==> config.mk <==
export PLATFORM = sky130hd
export DESIGN_NAME = dice_turn_sequencer
export DESIGN_NICKNAME = d
export VERILOG_FILES = /design/src/rtl/dice_turn_sequencer.sv
export SDC_FILE = /design/constraint.sdc
export NUM_CORES = 1
export LEC_CHECK = 0
export BUFFER_PORTS_ARGS = -buffer_cell sky130_fd_sc_hd__buf_4
export CAP_MARGIN = 20
export CORE_MARGIN = 2
export CORE_UTILIZATION = 50
export CTS_CLUSTER_SIZE = 24
export DETAILED_ROUTE_END_ITERATION = 10
export GPL_ROUTABILITY_DRIVEN = 0
export HOLD_SLACK_MARGIN = 0.05
export PLACE_DENSITY = 0.78
export SETUP_SLACK_MARGIN = 0.15
export SLEW_MARGIN = 20
export SYNTH_ARGS = -nofsm -noshare
export SYNTH_HDL_FRONTEND = slang
export SYNTH_SLANG_ARGS = --single-unit
==> constraint.sdc <==
create_clock -name clk -period 3.5 [get_ports clk]
set_input_delay 0 -clock clk [delete_from_list [all_inputs] [get_ports clk]]
set_output_delay 0 -clock clk [all_outputs]
set_load 0.05 [all_outputs]
==> src/rtl/dice_turn_sequencer.sv <==
// dice_turn_sequencer: grants the shared dice roller to the player owning the turn,
// captures and shows each roll, and alternates turns until game over, draw or fault
module dice_turn_sequencer #(
   parameter int MAX_ROUNDS   = 15,
   parameter int ROLL_TIMEOUT = 255,
   parameter int SHOW_CYCLES  = 4
) (
   input  logic       clk,
   input  logic       rst,
   input  logic       start,
   input  logic       req1,
   input  logic       req2,
   input  logic       roll_done,
   input  logic [4:0] sum,
   input  logic       game_over,
   output logic [3:0] turn,
   output logic       roll_go,
   output logic [4:0] last_sum,
   output logic [3:0] round_cnt,
   output logic       busy,
   output logic       foul,
   output logic       draw,
   output logic       fault
);
   typedef enum logic [3:0] {IDLE, WAIT1, ROLL1, SHOW1, WAIT2, ROLL2, SHOW2, DONE, FAULT} state_t;
   state_t state, state_n;
   logic req1_q, req2_q, edge1, edge2;
   logic [7:0] tcnt, tcnt_n;
   logic [3:0] scnt, scnt_n, round_n;
   logic [4:0] last_n;
   logic draw_n, foul_n;
   assign edge1 = req1 & ~req1_q;
   assign edge2 = req2 & ~req2_q;
   always_comb begin
      state_n = state;
      tcnt_n  = tcnt + 8'd1;
      scnt_n  = scnt + 4'd1;
      last_n  = last_sum;
      round_n = round_cnt;
      draw_n  = draw;
      foul_n  = 1'b0;
      case (state)
         IDLE, DONE: if (start) begin
            state_n = WAIT1;
            round_n = 4'd0;
            draw_n  = 1'b0;
            last_n  = 5'd0;
         end
         WAIT1: begin
            foul_n = edge2;
            if (edge1) begin
               state_n = ROLL1;
               tcnt_n  = 8'd0;
            end
         end
         WAIT2: begin
            foul_n = edge1;
            if (edge2) begin
               state_n = ROLL2;
               tcnt_n  = 8'd0;
            end
         end
         ROLL1, ROLL2: if (roll_done) begin
            state_n = (state == ROLL1) ? SHOW1 : SHOW2;
            last_n  = sum;
            scnt_n  = 4'd0;
         end else if (tcnt == 8'(ROLL_TIMEOUT - 1)) state_n = FAULT;
         SHOW1: if (scnt == 4'(SHOW_CYCLES - 1)) state_n = game_over ? DONE : WAIT2;
         SHOW2: if (scnt == 4'(SHOW_CYCLES - 1)) begin
            if (game_over) state_n = DONE;
            else begin
               // game_over has priority, so a winning last round is not counted as a draw
               round_n = round_cnt + 4'd1;
               draw_n  = (round_n == 4'(MAX_ROUNDS));
               state_n = draw_n ? DONE : WAIT1;
            end
         end
         default: state_n = FAULT;
      endcase
   end
   always_ff @(posedge clk) begin
      if (!rst) begin
         state     <= IDLE;
         req1_q    <= 1'b0;
         req2_q    <= 1'b0;
         tcnt      <= 8'd0;
         scnt      <= 4'd0;
         turn      <= 4'd0;
         roll_go   <= 1'b0;
         last_sum  <= 5'd0;
         round_cnt <= 4'd0;
         busy      <= 1'b0;
         foul      <= 1'b0;
         draw      <= 1'b0;
         fault     <= 1'b0;
      end else begin
         state     <= state_n;
         req1_q    <= req1;
         req2_q    <= req2;
         tcnt      <= tcnt_n;
         scnt      <= scnt_n;
         turn      <= (state_n inside {WAIT1, ROLL1, SHOW1}) ? 4'd1 :
                      (state_n inside {WAIT2, ROLL2, SHOW2}) ? 4'd2 : 4'd0;
         roll_go   <= (state_n inside {ROLL1, ROLL2}) && (state_n != state);
         last_sum  <= last_n;
         round_cnt <= round_n;
         busy      <= !(state_n inside {IDLE, DONE, FAULT});
         foul      <= foul_n;
         draw      <= draw_n;
         fault     <= (state_n == FAULT);
      end
   end
endmodule

# == After elaboration in Yosys (flattened, before gate mapping) ==
# Index checks and enable logic that the tools add are counted.
# word_totals
regBits,34
word_cells,91
inputBits,12
output_inout_bits,18
# op_classes
mux,31
bitwise_logic,5
n_eq_ne,23
n_reduce_logical,15
n_addsub,3
# op_table
op,n
two-way mux 4 bit,12
== test 4 x 3 -> 1 bit (second input constant),8
case mux 4 bit (6 select lines),1
== test 4 x 2 -> 1 bit (second input constant),5
two-way mux 8 bit,2
case mux 8 bit (2 select lines),1
two-way mux 5 bit,2
case mux 5 bit (2 select lines),1
two-way mux 3 bit,3
nonzero test 3 bit,3
adder 4 x 1 -> 4 bit (second input constant),2
adder 8 x 1 -> 8 bit (second input constant),1
== test 4 x 1 -> 1 bit (second input constant),2
== test 4 bit (second input constant),2
== test 8 bit (second input constant),1
logical NOT 4 bit,2
!= test 2 bit (second input constant),4
case mux 4 bit (2 select lines),1
nonzero test 2 bit,3
OR reduction 2 bit,3
two-way mux 1 bit,4
two-way mux 2 bit,2
!= test 4 bit,1
case mux 1 bit (2 select lines),2
other kinds (6),9

# == Depth between registers and ports, before layout ==
# Gate-level depths: netlist of run 1.
# depth
ltp_word,10
mapped_depth,8
depth_no_buf,8

# == Worst setup path before layout of run 1 ==
# OpenSTA, ideal clock, no wires.
# synth_path
kind,register to register
startpoint,register round_cnt[1]
endpoint,register busy
setup_ns,0.074
t_arrival_ns,1.980
t_required_ns,3.426
stages_incl_launch_ff,7
period_less_slack_ns,2.054
slack_ns,1.446
n_path_buf,0
cell_sequence,dfxtp_1 -> ha_1 -> a211oi_1 -> o211a_1 -> a2111oi_4 -> o31ai_1 -> a31oi_1
# synth_via
elab_chain_cells,9
word_cells_on_any_way,11
# synth_rtl
item,line_no,rtl
start: declaration,19,"output logic [3:0] round_cnt,"
start signal: assignment,106,round_cnt <= round_n;
adder 4 x 1 -> 4 bit (*),73,round_n = round_cnt + 4'd1;
== test 4 bit (*),74,draw_n = (round_n == 4'(MAX_ROUNDS));
two-way mux 3 bit (*),75,state_n = draw_n ? DONE : WAIT1;
two-way mux 3 bit (*),70,if (game_over) state_n = DONE;
two-way mux 4 bit (*),69,SHOW2: if (scnt == 4'(SHOW_CYCLES - 1)) begin
case mux 4 bit (6 select lines) (*),42,case (state)
== test 4 x 3 -> 1 bit (tied with other cells),107,"busy <= !(state_n inside {IDLE, DONE, FAULT});"
nonzero test 3 bit (*),107,
logical NOT 1 bit (*),107,
end signal: assignment,107,
end: declaration,20,"output logic busy,"
# Every way passes the cells marked *; elsewhere a longest branch is shown, timed or not.
# A chain may end at the register's enable or synchronous reset.

# == Worst setup path after layout of run 1 ==
# layout_path
startpoint,register state[0]
endpoint,register last_sum[3]
# layout_via
elab_chain_cells,4
word_cells_on_any_way,11
# layout_rtl
item,line_no,rtl
start: declaration,26,"state_t state, state_n;"
start signal: assignment,97,state <= state_n;
== test 4 x 2 -> 1 bit (tied with other cells),42,
OR reduction 2 bit,42,
!= test 2 bit (no line) or nonzero test 2 bit (tied branches),n/a,
AND reduction 3 bit (no line),n/a,
end signal: assignment,105,last_sum <= last_n;
end: declaration,18,"output logic [4:0] last_sum,"
# Several ways; a longest one is shown, not always the timed one.

==> impl_metrics.sql, run 1 <==
INSERT INTO impl_metrics (metric_group, metric, value, unit) VALUES
('yosys', 'synth_commonest_cells', 'sky130_fd_sc_hd__dfxtp_1 (34), sky130_fd_sc_hd__nor2_1 (19), sky130_fd_sc_hd__nand2_1 (18)', ''),
('yosys', 'ys_top_cells_by_area', 'sky130_fd_sc_hd__dfxtp_1 (40%), sky130_fd_sc_hd__nor2_1 (4.2%), sky130_fd_sc_hd__nand3_1 (4.1%)', ''),
('detailed_routing', 'ant_nets', '0', ''),
('yosys', 'ys.warnings.count', '0', ''),
('floorplanning', 'overall_die_width', '62.2', 'um'),
('cells_and_area', 'antenna_cells', '0', ''),
('cells_and_area', 'area_delta_synth_final', '25.1', '%'),
('timing', 'rsz0062_at_grt', 'no', ''),
('cells_and_area', 'post_layout_nonfiller_instances', '278', ''),
('grt', 'top_usage_layer', 'met2', ''),
('yosys', 'synth.ff_latch_count', '34', ''),
('run', 'max_cap_violations', '0', ''),
('worst_setup_path', 'endpoint_kind', 'flip-flop', ''),
('cells_and_area', 'drive_above_1_share', '0.177', ''),
('worst_setup_path', 'worst-endpoint-arrival', '2.99', 'ns'),
('worst_setup_path', 'path_common_cell', 'sky130_fd_sc_hd__nand2_1', ''),
('detailed_routing', 'vias', '1519', ''),
('timing', 'setup_total_negative_slack', '0', 'ns'),
('yosys', 'synth_top_area_cell', 'sky130_fd_sc_hd__dfxtp_1', ''),
('yosys', 'postSynth.topFlopCell', 'sky130_fd_sc_hd__dfxtp_1', ''),
('floorplanning', 'io-pin-count', '30', ''),
('detailed_routing', 'routed_wl', '3650', 'um'),
('detailed_routing', 'drc', '0', ''),
('clock_network', 'cts.htree.levels', '2', ''),
('placement', 'dp_slack', '1.45', 'ns'),
('yosys', 'fraction_of_registers_with_async_set_or_reset_after_synthesis', '0', ''),
('timing', 'finalWorstSetupSlack', '0.805', 'ns'),
('yosys', 'netlist-cell-type-count', '53', ''),
('floorplanning', 'die_area', '3870', 'um^2'),
('timing', 'layout_min_cycle_time', '2.70', 'ns'),
('grt', 'grt_pass1_vias', '1414', ''),
('clock_network', 'cts.repair_timing.setup_buffer_count', '0', ''),
('grt', 'first_pass_grt_wire_length', '6250', 'um'),
('worst_setup_path', 'timing.critical_path.fanout_max', '11', ''),
('worst_setup_path', 'critical_path.slowest_cell', 'sky130_fd_sc_hd__dlygate4sd3_1', ''),
('grt', 'global_route.usage.met2', '0.322', ''),
('detailed_routing', 'route.detailed.wl_per_inst', '13.1', 'um'),
('floorplanning', 'floorplan.rows', '21', ''),
('yosys', 'syn_area_per_cell', '8.96', 'um^2'),
('grt', 'grt.overflow.total', '0', ''),
('clock_network', 'cts.sink_count', '34', ''),
('worst_setup_path', 'timing.critical_path.cells', 'nor2b_1, a22o_1, nand2_1, nand2_1, nand3_1, a21boi_0, dlygate4sd3_1', ''),
('yosys', 'post-synth-top-count-cell', 'sky130_fd_sc_hd__dfxtp_1', ''),
('worst_setup_path', 'critical-path-max-stage-delay', '0.57', 'ns'),
('yosys', 'synthDominantCellAreaShare', '0.402', ''),
('worst_setup_path', 'cp_top_family', 'simple AND/OR/NAND/NOR gates', ''),
('outcome', 'status', 'complete, no violations', ''),
('worst_setup_path', 'critPathKind', 'flip-flop to flip-flop', ''),
('worst_setup_path', 'worst_r2r_endpoint', 'last_sum[3]', ''),
('timing', 'relSlewSlack', '0.601', ''),
('yosys', 'syn-instance-count', '189', ''),
('min_path', 'min_delay_worst_endpoint', 'draw', ''),
('detailed_routing', 'first_pass_iters', '4', ''),
('timing', 'layout_worst_path_cycle_share', '0.770', ''),
('worst_setup_path', 'startpoint_class', 'flip-flop', ''),
('timing', 'hold_violations', '0', ''),
('timing', 'hold-worst-slack', '0.116', 'ns'),
('worst_setup_path', 'cp_data_required_time', '3.79', 'ns'),
('clock_network', 'clk_pin_slew_worst_paths', '0.10', 'ns'),
('detailed_routing', 'detail_route.vias_per_cell', '5.46', ''),
('worst_setup_path', 'crit-reg2reg-launch', 'state[0]', ''),
('clock_network', 'tritoncts', 'done', ''),
('cells_and_area', 'finish.net_count', '248', ''),
('placement', 'placement.io_buffers', '27', ''),
('floorplanning', 'floorplan.core_area', '3280', 'um^2'),
('grt', 'globalRouteTotalUtil', '0.205', ''),
('yosys', 'synth-edff-count', '0', ''),
('timing', 'setup-violations-final', '0', ''),
('grt', 'grt_use_met1', '0.257', ''),
('clock_network', 'clk_path_buf_depth', '2', ''),
('min_path', 'holdCritPathClass', 'input pin to flip-flop', '');
==> per-stage QoR <==
| stage | power [mW] | util | cell area, um^2 |
|---|---|---|---|
| after floorplan | 0.537 | - | 1700 |
| after global placement | 0.570 | 0.578 | 1900 |
| after detailed placement | 0.571 | 0.578 | 1900 |
| after CTS | 0.808 | 0.645 | 2120 |
| after global routing | 0.842 | 0.645 | 2120 |
| final | 0.807 | 0.645 | 2120 |
==> cell families after synthesis <==
kind of cell | synth area share
simple gates | 0.264
compound gates | 0.182
flops | 0.402
buf+inv | 0.0480
xor+xnor | 0.0465
fa+ha+maj | 0.0369
mux | 0.0177
other cells | 0.00221
==> how the worst max path moves through the flow <==
stage                      start          end  slack, ns  depth (start not counted)
finish                  state[0]  last_sum[3]       0.80                          7
global route            state[0]  last_sum[3]       0.59                          7
CTS                     state[1]  last_sum[1]       0.92                          7
detailed placement      state[0]         busy       1.45                          6
global placement        state[0]         busy       1.47                          6
floorplan           round_cnt[1]         busy       1.45                          6
==> metal layers <==
layer	routed length [um]	part of all wire
met5	0	0
met4	60	0.016
met3	276	0.076
met2	1690	0.46
met1	1630	0.44
==> placed cells by master (no fill, tap or decap), types with 2 or more instances in the layout <==
cell,count
sky130_fd_sc_hd__mux2i_1,3
sky130_fd_sc_hd__conb_1,2
sky130_fd_sc_hd__ha_1,5
sky130_fd_sc_hd__xnor2_1,2
sky130_fd_sc_hd__buf_4,27
sky130_fd_sc_hd__a22o_1,2
sky130_fd_sc_hd__dfxtp_1,34
sky130_fd_sc_hd__a21oi_1,6
sky130_fd_sc_hd__a21boi_0,4
sky130_fd_sc_hd__nand4b_1,4
sky130_fd_sc_hd__o211ai_1,2
sky130_fd_sc_hd__nand3_1,14
sky130_fd_sc_hd__nor2_1,19
sky130_fd_sc_hd__inv_1,6
sky130_fd_sc_hd__nor2b_1,7
sky130_fd_sc_hd__dlygate4sd3_1,16
sky130_fd_sc_hd__xor2_1,7
sky130_fd_sc_hd__nand2b_1,3
sky130_fd_sc_hd__a211oi_1,2
sky130_fd_sc_hd__o211a_1,3
sky130_fd_sc_hd__and3_1,4
sky130_fd_sc_hd__nand2_1,18
sky130_fd_sc_hd__clkbuf_4,5
sky130_fd_sc_hd__nand4_1,2
sky130_fd_sc_hd__nand3b_1,2
sky130_fd_sc_hd__and2_1,4
sky130_fd_sc_hd__a21boi_1,2
==> power breakdown <==
group | internal [mW] | switching, mW | total, mW | leakage [nW]
Combinational | 0.0615 | 0.0907 | 0.152 | 0.587
Clock | 0.0973 | 0.134 | 0.231 | 0.0353
Sequential | 0.405 | 0.0186 | 0.423 | 0.277
==> registers in the layout, indices dropped and copies added (netlist names), 2 cells and up <==
signal	flops
turn	2
scnt	4
state	4
round_cnt	4
last_sum	5
tcnt	8
==> worst reg2reg max path, delay by kind of cell, from the launching register on <==
family | cells | cell delay [ns]
AOI/OAI and AO/OA | 2 | 0.63
buffers and inverters | 1 | 0.57
DFF | 1 | 0.55
and+or+nand+nor | 4 | 0.88
==> final cells by class <==
cell class | instances | area (um^2)
repair buffers | 43 | 363
fillers | 288 | 1160
multi-input cells | 141 | 936
flip-flops and latches | 34 | 681
inverters | 6 | 22.5
clock buffers | 7 | 55.1
well taps | 46 | 57.6
clock inverters | 1 | 5.00
==> timing repair <==
action | CTS | global route
resized for setup | 0 | 0
hold endpoints to repair | 22 | 0
hold buffers | 16 | 0
No activity file was read; power rests on OpenSTA's default activity.
==> run 2, diff against run 1 <==
==> constraint.sdc (replaced) <==
create_clock -name clk -period 2.6 [get_ports clk]
set_input_delay 0 -clock clk [delete_from_list [all_inputs] [get_ports clk]]
set_output_delay 0 -clock clk [all_outputs]
set_load 0.05 [all_outputs]
==> run 2 against run 1 <==
Against the previous run: die area stayed put; core utilization is 1.9 points lower; combinational power is 32% higher; cell area is 3.0% lower; count of clock-buffer cells in the layout stayed put; cell count is 2.2% lower; via count is 3.4% lower; global-route usage is 0.74 points lower; hold slack worse by 0.049 ns; clock skew is 0.0018 ns lower; largest cell class unchanged; largest power group unchanged; highest routed layer unchanged.
==> impl_metrics.sql, run 2 (synthesis results as in run 1) <==
INSERT INTO impl_metrics (metric_group, metric, value, unit) VALUES
('grt', 'globalRouteTotalUtil', '0.197', ''),
('grt', 'grt_antenna_before_repair', '0', ''),
('power_and_ir_drop', 'design_power_total', '1.07', 'mW'),
('clock_network', 'cts.htree.levels', '2', ''),
('detailed_routing', 'first_pass_iters', '4', ''),
('placement', 'dp_slack', '0.512', 'ns'),
('cells_and_area', 'fillers', '292', ''),
('detailed_routing', 'drc', '0', ''),
('cells_and_area', 'final_common_cell', 'sky130_fd_sc_hd__dfxtp_1', ''),
('power_and_ir_drop', 'vdd_drop_max', '0.343', 'mV'),
('detailed_routing', 'ant_nets', '0', ''),
('outcome', 'status', 'complete, no violations', ''),
('worst_setup_path', 'critPathKind', 'flip-flop to flip-flop', ''),
('cells_and_area', 'drive_above_1_share', '0.186', ''),
('floorplanning', 'floorplan.initialDensity', '0.516', ''),
('floorplanning', 'die_area', '3870', 'um^2'),
('detailed_routing', 'detail_route.vias_per_cell', '5.40', ''),
('clock_network', 'cts.repair_timing.setup_buffer_count', '0', ''),
('detailed_routing', 'drt_iter0_drc', '92', ''),
('worst_setup_path', 'worst-endpoint-arrival', '2.34', 'ns'),
('worst_setup_path', 'cp_data_required_time', '2.80', 'ns'),
('cells_and_area', 'antenna_cells', '0', ''),
('clock_network', 'clkLatencyLatePin', '0.32', 'ns'),
('min_path', 'holdCritPathClass', 'input pin to flip-flop', ''),
('cells_and_area', 'finish.net_count', '242', ''),
('worst_setup_path', 'startpoint_class', 'flip-flop', ''),
('clock_network', 'tritoncts', 'done', ''),
('cells_and_area', 'area_delta_synth_final', '21.4', '%'),
('floorplanning', 'die_h', '62.2', 'um'),
('detailed_routing', 'routed_wl', '3520', 'um'),
('min_path', 'timing.hold.worst.start', 'roll_done', ''),
('cells_and_area', 'layout_common_cells', 'sky130_fd_sc_hd__dfxtp_1 (34), sky130_fd_sc_hd__buf_4 (28), sky130_fd_sc_hd__nor2_1 (19), sky130_fd_sc_hd__nand2_1 (18), sky130_fd_sc_hd__nand3_1 (14)', ''),
('floorplanning', 'io-pin-count', '30', ''),
('grt', 'first_pass_grt_wire_length', '6150', 'um'),
('grt', 'grt_pass1_vias', '1434', ''),
('timing', 'layout_worst_path_cycle_share', '0.823', ''),
('clock_network', 'clk_pin_slew_worst_paths', '0.10', 'ns'),
('floorplanning', 'overall_die_width', '62.2', 'um'),
('timing', 'hold_violations', '0', ''),
('timing', 'finalMaxSlewViolations', '0', ''),
('clock_network', 'clock_tree.root_cell', 'sky130_fd_sc_hd__clkbuf_4', ''),
('timing', 'setup_total_negative_slack', '0', 'ns'),
('grt', 'grt.overflow.total', '0', ''),
('timing', 'layout_min_cycle_time', '2.14', 'ns'),
('timing', 'max_clock_freq', '467', 'MHz'),
('clock_network', 'clk_path_buf_depth', '2', ''),
('cells_and_area', 'top_regs', 'tcnt: 8 flops, last_sum: 5 flops', ''),
('cells_and_area', 'top_reg_by_flops', 'tcnt', ''),
('placement', 'place.detailed.hpwl', '2450', 'um'),
('grt', 'maximum_number_of_pins_on_one_net_before_global_route_repair', '22', ''),
('timing', 'setup-violations-final', '0', ''),
('detailed_routing', 'vias', '1468', ''),
('worst_setup_path', 'timing.critical_path.fanout_max', '11', ''),
('worst_setup_path', 'endpoint_kind', 'flip-flop', ''),
('cells_and_area', 'flip_flop_count_of_the_largest_register_all_copies_and_words_added', '8', ''),
('floorplanning', 'floorplan.core_area', '3280', 'um^2'),
('clock_network', 'cts.sink_count', '34', ''),
('placement', 'placement.io_buffers', '27', ''),
('worst_setup_path', 'setup.worst_path.start', 'state[0]', ''),
('detailed_routing', 'route.detailed.wl_per_inst', '13.0', 'um'),
('clock_network', 'tritoncts.num_buffers', '5', ''),
('cells_and_area', 'final_util', '0.626', ''),
('run', 'max_cap_violations', '0', ''),
('power_and_ir_drop', 'cellPowerDensity', '519', 'nW/um^2'),
('timing', 'finalWorstSetupSlack', '0.459', 'ns'),
('timing', 'rsz0062_at_grt', 'no', ''),
('floorplanning', 'floorplan.rows', '21', ''),
('worst_setup_path', 'crit-reg2reg-launch', 'state[0]', ''),
('power_and_ir_drop', 'power.static_leakage', '0.860', 'nW'),
('timing', 'skew', '0.00555', 'ns');
## run 2: changes by cell type in the layout (fill, tap and decap cells not counted)
cell | previous run | this run
sky130_fd_sc_hd__dlygate4sd3_1 | 16 | 9
sky130_fd_sc_hd__buf_4 | 27 | 28
## run 2: repair_timing
item	4_1_cts	5_1_grt
hold buffers	9	0
endpoints found under the hold margin	16	0
resized for setup	0	0
## run 2: worst paths after layout
path / depth (start not counted) / end / slack [ns]
setup reg to reg: 6 / busy / 0.46
setup / recovery: 6 / busy / 0.46
hold reg to reg: 2 / last_sum[2] / 0.45
hold / removal: 4 / scnt[2] / 0.07
## run 2: stage by stage
stage | hold WS (ns) | instance area [um^2] | cells
2_1_floorplan | 0.122 | 1700 | 190
3_3_place_gp | 0.229 | 1910 | 255
3_5_place_dp | 0.236 | 1910 | 255
4_1_cts | 0.0518 | 2060 | 272
5_1_grt | 0.0908 | 2060 | 272
6_report | 0.0664 | 2060 | 272
## run 2: layout make-up
type | count | area (um^2) | share of cell area
inverter | 6 | 22.5 | 0.0109
multi-input combinational | 141 | 936 | 0.455
sequential | 34 | 681 | 0.331
clock buffer | 7 | 55.1 | 0.0268
tap | 46 | 57.6 | 0.0280
timing repair buffer | 37 | 300 | 0.146
clock inverter | 1 | 5.00 | 0.00243
## run 2: routing by layer
layer	wire length [um]	GRT usage	up-vias
met1	1660	0.253	679
met4	63	0.0917	0
li1	-	-	740
met5	0	0	-
met3	187	0.0435	6
met2	1610	0.318	43
## run 2: critical path: stages (launching register included)
cell                        delay [ns]
sky130_fd_sc_hd__dfxtp_1          0.53
sky130_fd_sc_hd__nor2b_1          0.46
sky130_fd_sc_hd__a22o_1           0.43
sky130_fd_sc_hd__and2_4           0.22
sky130_fd_sc_hd__a2111oi_4        0.06
sky130_fd_sc_hd__o31ai_1          0.27
sky130_fd_sc_hd__a31oi_1          0.06
## run 2: power by group
group	total [mW]	switching, mW	internal, mW	leakage [nW]
clock	0.297	0.166	0.131	0.0353
combinational	0.201	0.122	0.0793	0.549
sequential	0.570	0.0248	0.545	0.277
==> run 3, diff against run 2 <==
==> constraint.sdc (replaced) <==
create_clock -name clk -period 2.1 [get_ports clk]
set_input_delay 0 -clock clk [delete_from_list [all_inputs] [get_ports clk]]
set_output_delay 0 -clock clk [all_outputs]
set_load 0.05 [all_outputs]
==> run 3 against run 2 <==
Against the previous run: combinational power is 57% higher; global-route usage is 1.3 points higher; register-to-register slack worse by 0.36 ns; highest routed layer unchanged; wire length is 9.0% higher; first-iteration DRC count is 2.2% lower; critical endpoint unchanged; count of clock-buffer cells in the layout is 2 lower; power is 39% higher.
==> impl_metrics.sql, run 3 (synthesis results as in run 1) <==
INSERT INTO impl_metrics (metric_group, metric, value, unit) VALUES
('timing', 'layout_min_cycle_time', '2.00', 'ns'),
('placement', 'area_post_placement', '1950', 'um^2'),
('cells_and_area', 'area_delta_synth_final', '30.7', '%'),
('worst_setup_path', 'endpoint_kind', 'flip-flop', ''),
('floorplanning', 'die_h', '62.2', 'um'),
('floorplanning', 'overall_die_width', '62.2', 'um'),
('cells_and_area', 'regArea', '687', 'um^2'),
('min_path', 'holdCritPathClass', 'input pin to flip-flop', ''),
('timing', 'max_clock_freq', '501', 'MHz'),
('cells_and_area', 'final_common_cell', 'sky130_fd_sc_hd__buf_4', ''),
('timing', 'hold-worst-slack', '0.128', 'ns'),
('power_and_ir_drop', 'p_sw', '420', 'uW'),
('detailed_routing', 'ant_nets', '0', ''),
('power_and_ir_drop', 'clock_power_share', '0.315', ''),
('grt', 'maximum_number_of_pins_on_one_net_before_global_route_repair', '22', ''),
('grt', 'grt_antenna_before_repair', '0', ''),
('clock_network', 'tritoncts.num_buffers', '5', ''),
('power_and_ir_drop', 'vdd_drop_max', '0.405', 'mV'),
('grt', 'grt_pass1_vias', '1449', ''),
('run', 'max_cap_violations', '0', ''),
('grt', 'first_pass_grt_wire_length', '6460', 'um'),
('worst_setup_path', 'timing.critical_path.fanout_max', '9', ''),
('cells_and_area', 'top_regs', 'tcnt: 8 flops, last_sum: 5 flops', ''),
('cells_and_area', 'final_util', '0.674', ''),
('timing', 'rsz0062_at_grt', 'yes', ''),
('worst_setup_path', 'regToRegSetupSlack', '0.10', 'ns'),
('clock_network', 'clk_pin_slew_worst_paths', '0.11', 'ns'),
('worst_setup_path', 'cp_data_required_time', '2.32', 'ns'),
('floorplanning', 'floorplan.initialDensity', '0.516', ''),
('clock_network', 'cts.sink_count', '34', ''),
('detailed_routing', 'detail_route.vias_per_cell', '5.42', ''),
('worst_setup_path', 'worst-endpoint-arrival', '2.22', 'ns'),
('detailed_routing', 'vias', '1550', ''),
('timing', 'setup-violations-final', '0', ''),
('cells_and_area', 'flip_flop_count_of_the_largest_register_all_copies_and_words_added', '8', ''),
('cells_and_area', 'multi_input_combinational_cell_area', '960', 'um^2'),
('worst_setup_path', 'crit-reg2reg-launch', 'state[2]', ''),
('worst_setup_path', 'r2r_cells', '7', ''),
('cells_and_area', 'drive_above_1_share', '0.271', ''),
('cells_and_area', 'antenna_cells', '0', ''),
('detailed_routing', 'route.detailed.wl_per_inst', '13.4', 'um'),
('clock_network', 'clock_tree.root_cell', 'sky130_fd_sc_hd__clkbuf_4', ''),
('timing', 'finalWorstSetupSlack', '0.102', 'ns'),
('timing', 'skew', '0.0102', 'ns'),
('floorplanning', 'floorplan.core_area', '3280', 'um^2'),
('clock_network', 'clkLatencyLatePin', '0.34', 'ns'),
('timing', 'hold_violations', '0', ''),
('cells_and_area', 'layout_common_cells', 'sky130_fd_sc_hd__buf_4 (40), sky130_fd_sc_hd__dfxtp_1 (29), sky130_fd_sc_hd__nor2_1 (18), sky130_fd_sc_hd__nand2_1 (17), sky130_fd_sc_hd__nand3_1 (14)', ''),
('cells_and_area', 'fillers', '268', ''),
('detailed_routing', 'first_pass_iters', '4', ''),
('detailed_routing', 'drc', '0', ''),
('power_and_ir_drop', 'cellPowerDensity', '670', 'nW/um^2'),
('power_and_ir_drop', 'power.share.combinational', '0.213', ''),
('placement', 'placement.io_buffers', '27', ''),
('min_path', 'min_delay_path_depth', '4', ''),
('min_path', 'timing.hold.worst.start', 'game_over', ''),
('cells_and_area', 'fin_area', '2210', 'um^2'),
('worst_setup_path', 'worst_r2r_endpoint', 'busy', ''),
('grt', 'grt.overflow.total', '0', ''),
('placement', 'place.detailed.hpwl', '2600', 'um'),
('clock_network', 'cts.htree.levels', '2', ''),
('power_and_ir_drop', 'power.static_leakage', '0.944', 'nW'),
('cells_and_area', 'finish.net_count', '256', ''),
('floorplanning', 'die_area', '3870', 'um^2'),
('outcome', 'status', 'complete, no violations', ''),
('clock_network', 'clk_path_buf_depth', '2', ''),
('clock_network', 'tritoncts', 'done', ''),
('placement', 'dp_slack', '0.117', 'ns'),
('min_path', 'min_delay_worst_endpoint', 'draw', ''),
('floorplanning', 'io-pin-count', '30', ''),
('detailed_routing', 'drt_iter0_drc', '90', ''),
('power_and_ir_drop', 'switching_share', '0.283', ''),
('worst_setup_path', 'startpoint_class', 'flip-flop', ''),
('floorplanning', 'floorplan.rows', '21', ''),
('worst_setup_path', 'critPathKind', 'flip-flop to flip-flop', ''),
('grt', 'globalRouteTotalUtil', '0.211', ''),
('timing', 'finalMaxSlewViolations', '0', ''),
('power_and_ir_drop', 'internal_power', '1.06', 'mW'),
('cells_and_area', 'top_reg_by_flops', 'tcnt', ''),
('detailed_routing', 'routed_wl', '3840', 'um'),
('power_and_ir_drop', 'sequentialPowerShare', '0.473', ''),
('timing', 'layout_worst_path_cycle_share', '0.951', '');
## run 3: changes by cell type in the layout (fill, tap and decap cells not counted), moves of 2 or more
cell,delta
sky130_fd_sc_hd__buf_4,+12
sky130_fd_sc_hd__dfxtp_1,-5
sky130_fd_sc_hd__dfxtp_2,+5
sky130_fd_sc_hd__dlygate4sd3_1,+2
## run 3: power by group through the flow
stage / sequential [mW] / combinational [mW] / clock, mW
4_1_cts: 0.698 / 0.291 / 0.479
3_5_place_dp: 0.712 / 0.258 / 0
3_3_place_gp: 0.712 / 0.255 / 0
6_report: 0.701 / 0.316 / 0.467
5_1_grt: 0.708 / 0.343 / 0.511
2_1_floorplan: 0.742 / 0.153 / 0
## run 3: cell type report
type	instances	area share
Clock inverter	3	0.0181
Sequential cell	34	0.310
Clock buffer	5	0.0169
Inverter	6	0.0102
Tap cell	46	0.0260
Multi-Input combinational cell	141	0.433
Timing Repair Buffer	51	0.185
## run 3: what timing repair did
item	4_1_cts	5_1_grt
setup endpoints to repair	3	12
setup buffers	3	3
resized for setup	4	5
hold buffers	11	0
endpoints found under the hold margin	22	0
pin swaps	2	6
## run 3: critical path: stages (launching register included)
cell	delay, ns
sky130_fd_sc_hd__dfxtp_1	0.51
sky130_fd_sc_hd__nor2b_2	0.33
sky130_fd_sc_hd__nand2_1	0.08
sky130_fd_sc_hd__o311ai_0	0.32
sky130_fd_sc_hd__buf_4	0.19
sky130_fd_sc_hd__a211oi_2	0.06
sky130_fd_sc_hd__o31ai_1	0.32
sky130_fd_sc_hd__a31oi_1	0.07
## run 3: how the worst max path moves through the flow
stage	endpoint	cells past startpoint	start	slack (ns)
floorplan	busy	6	round_cnt[2]	0.19
global placement	busy	7	scnt[0]	0.20
detailed placement	busy	7	scnt[0]	0.12
CTS	turn[1]	7	scnt[0]	0.15
global route	busy	7	scnt[0]	-0.02
finish	busy	7	state[2]	0.10
## run 3: through the flow
step / TNS, ns / cells / power, mW
finish: 0 / 286 / 1.48
floorplan: 0 / 190 / 0.895
global route: -0.0176 / 286 / 1.56
detailed placement: 0 / 261 / 0.970
CTS: 0 / 283 / 1.47
global placement: 0 / 261 / 0.967
## run 3: routing by layer
| metal | vias up | part of all wire | GRT usage |
|---|---|---|---|
| li1 | 765 | - | - |
| met1 | 718 | 0.45 | 0.271 |
| met2 | 59 | 0.47 | 0.340 |
| met3 | 8 | 0.057 | 0.0543 |
| met4 | 0 | 0.020 | 0.0833 |
| met5 | - | 0 | 0 |
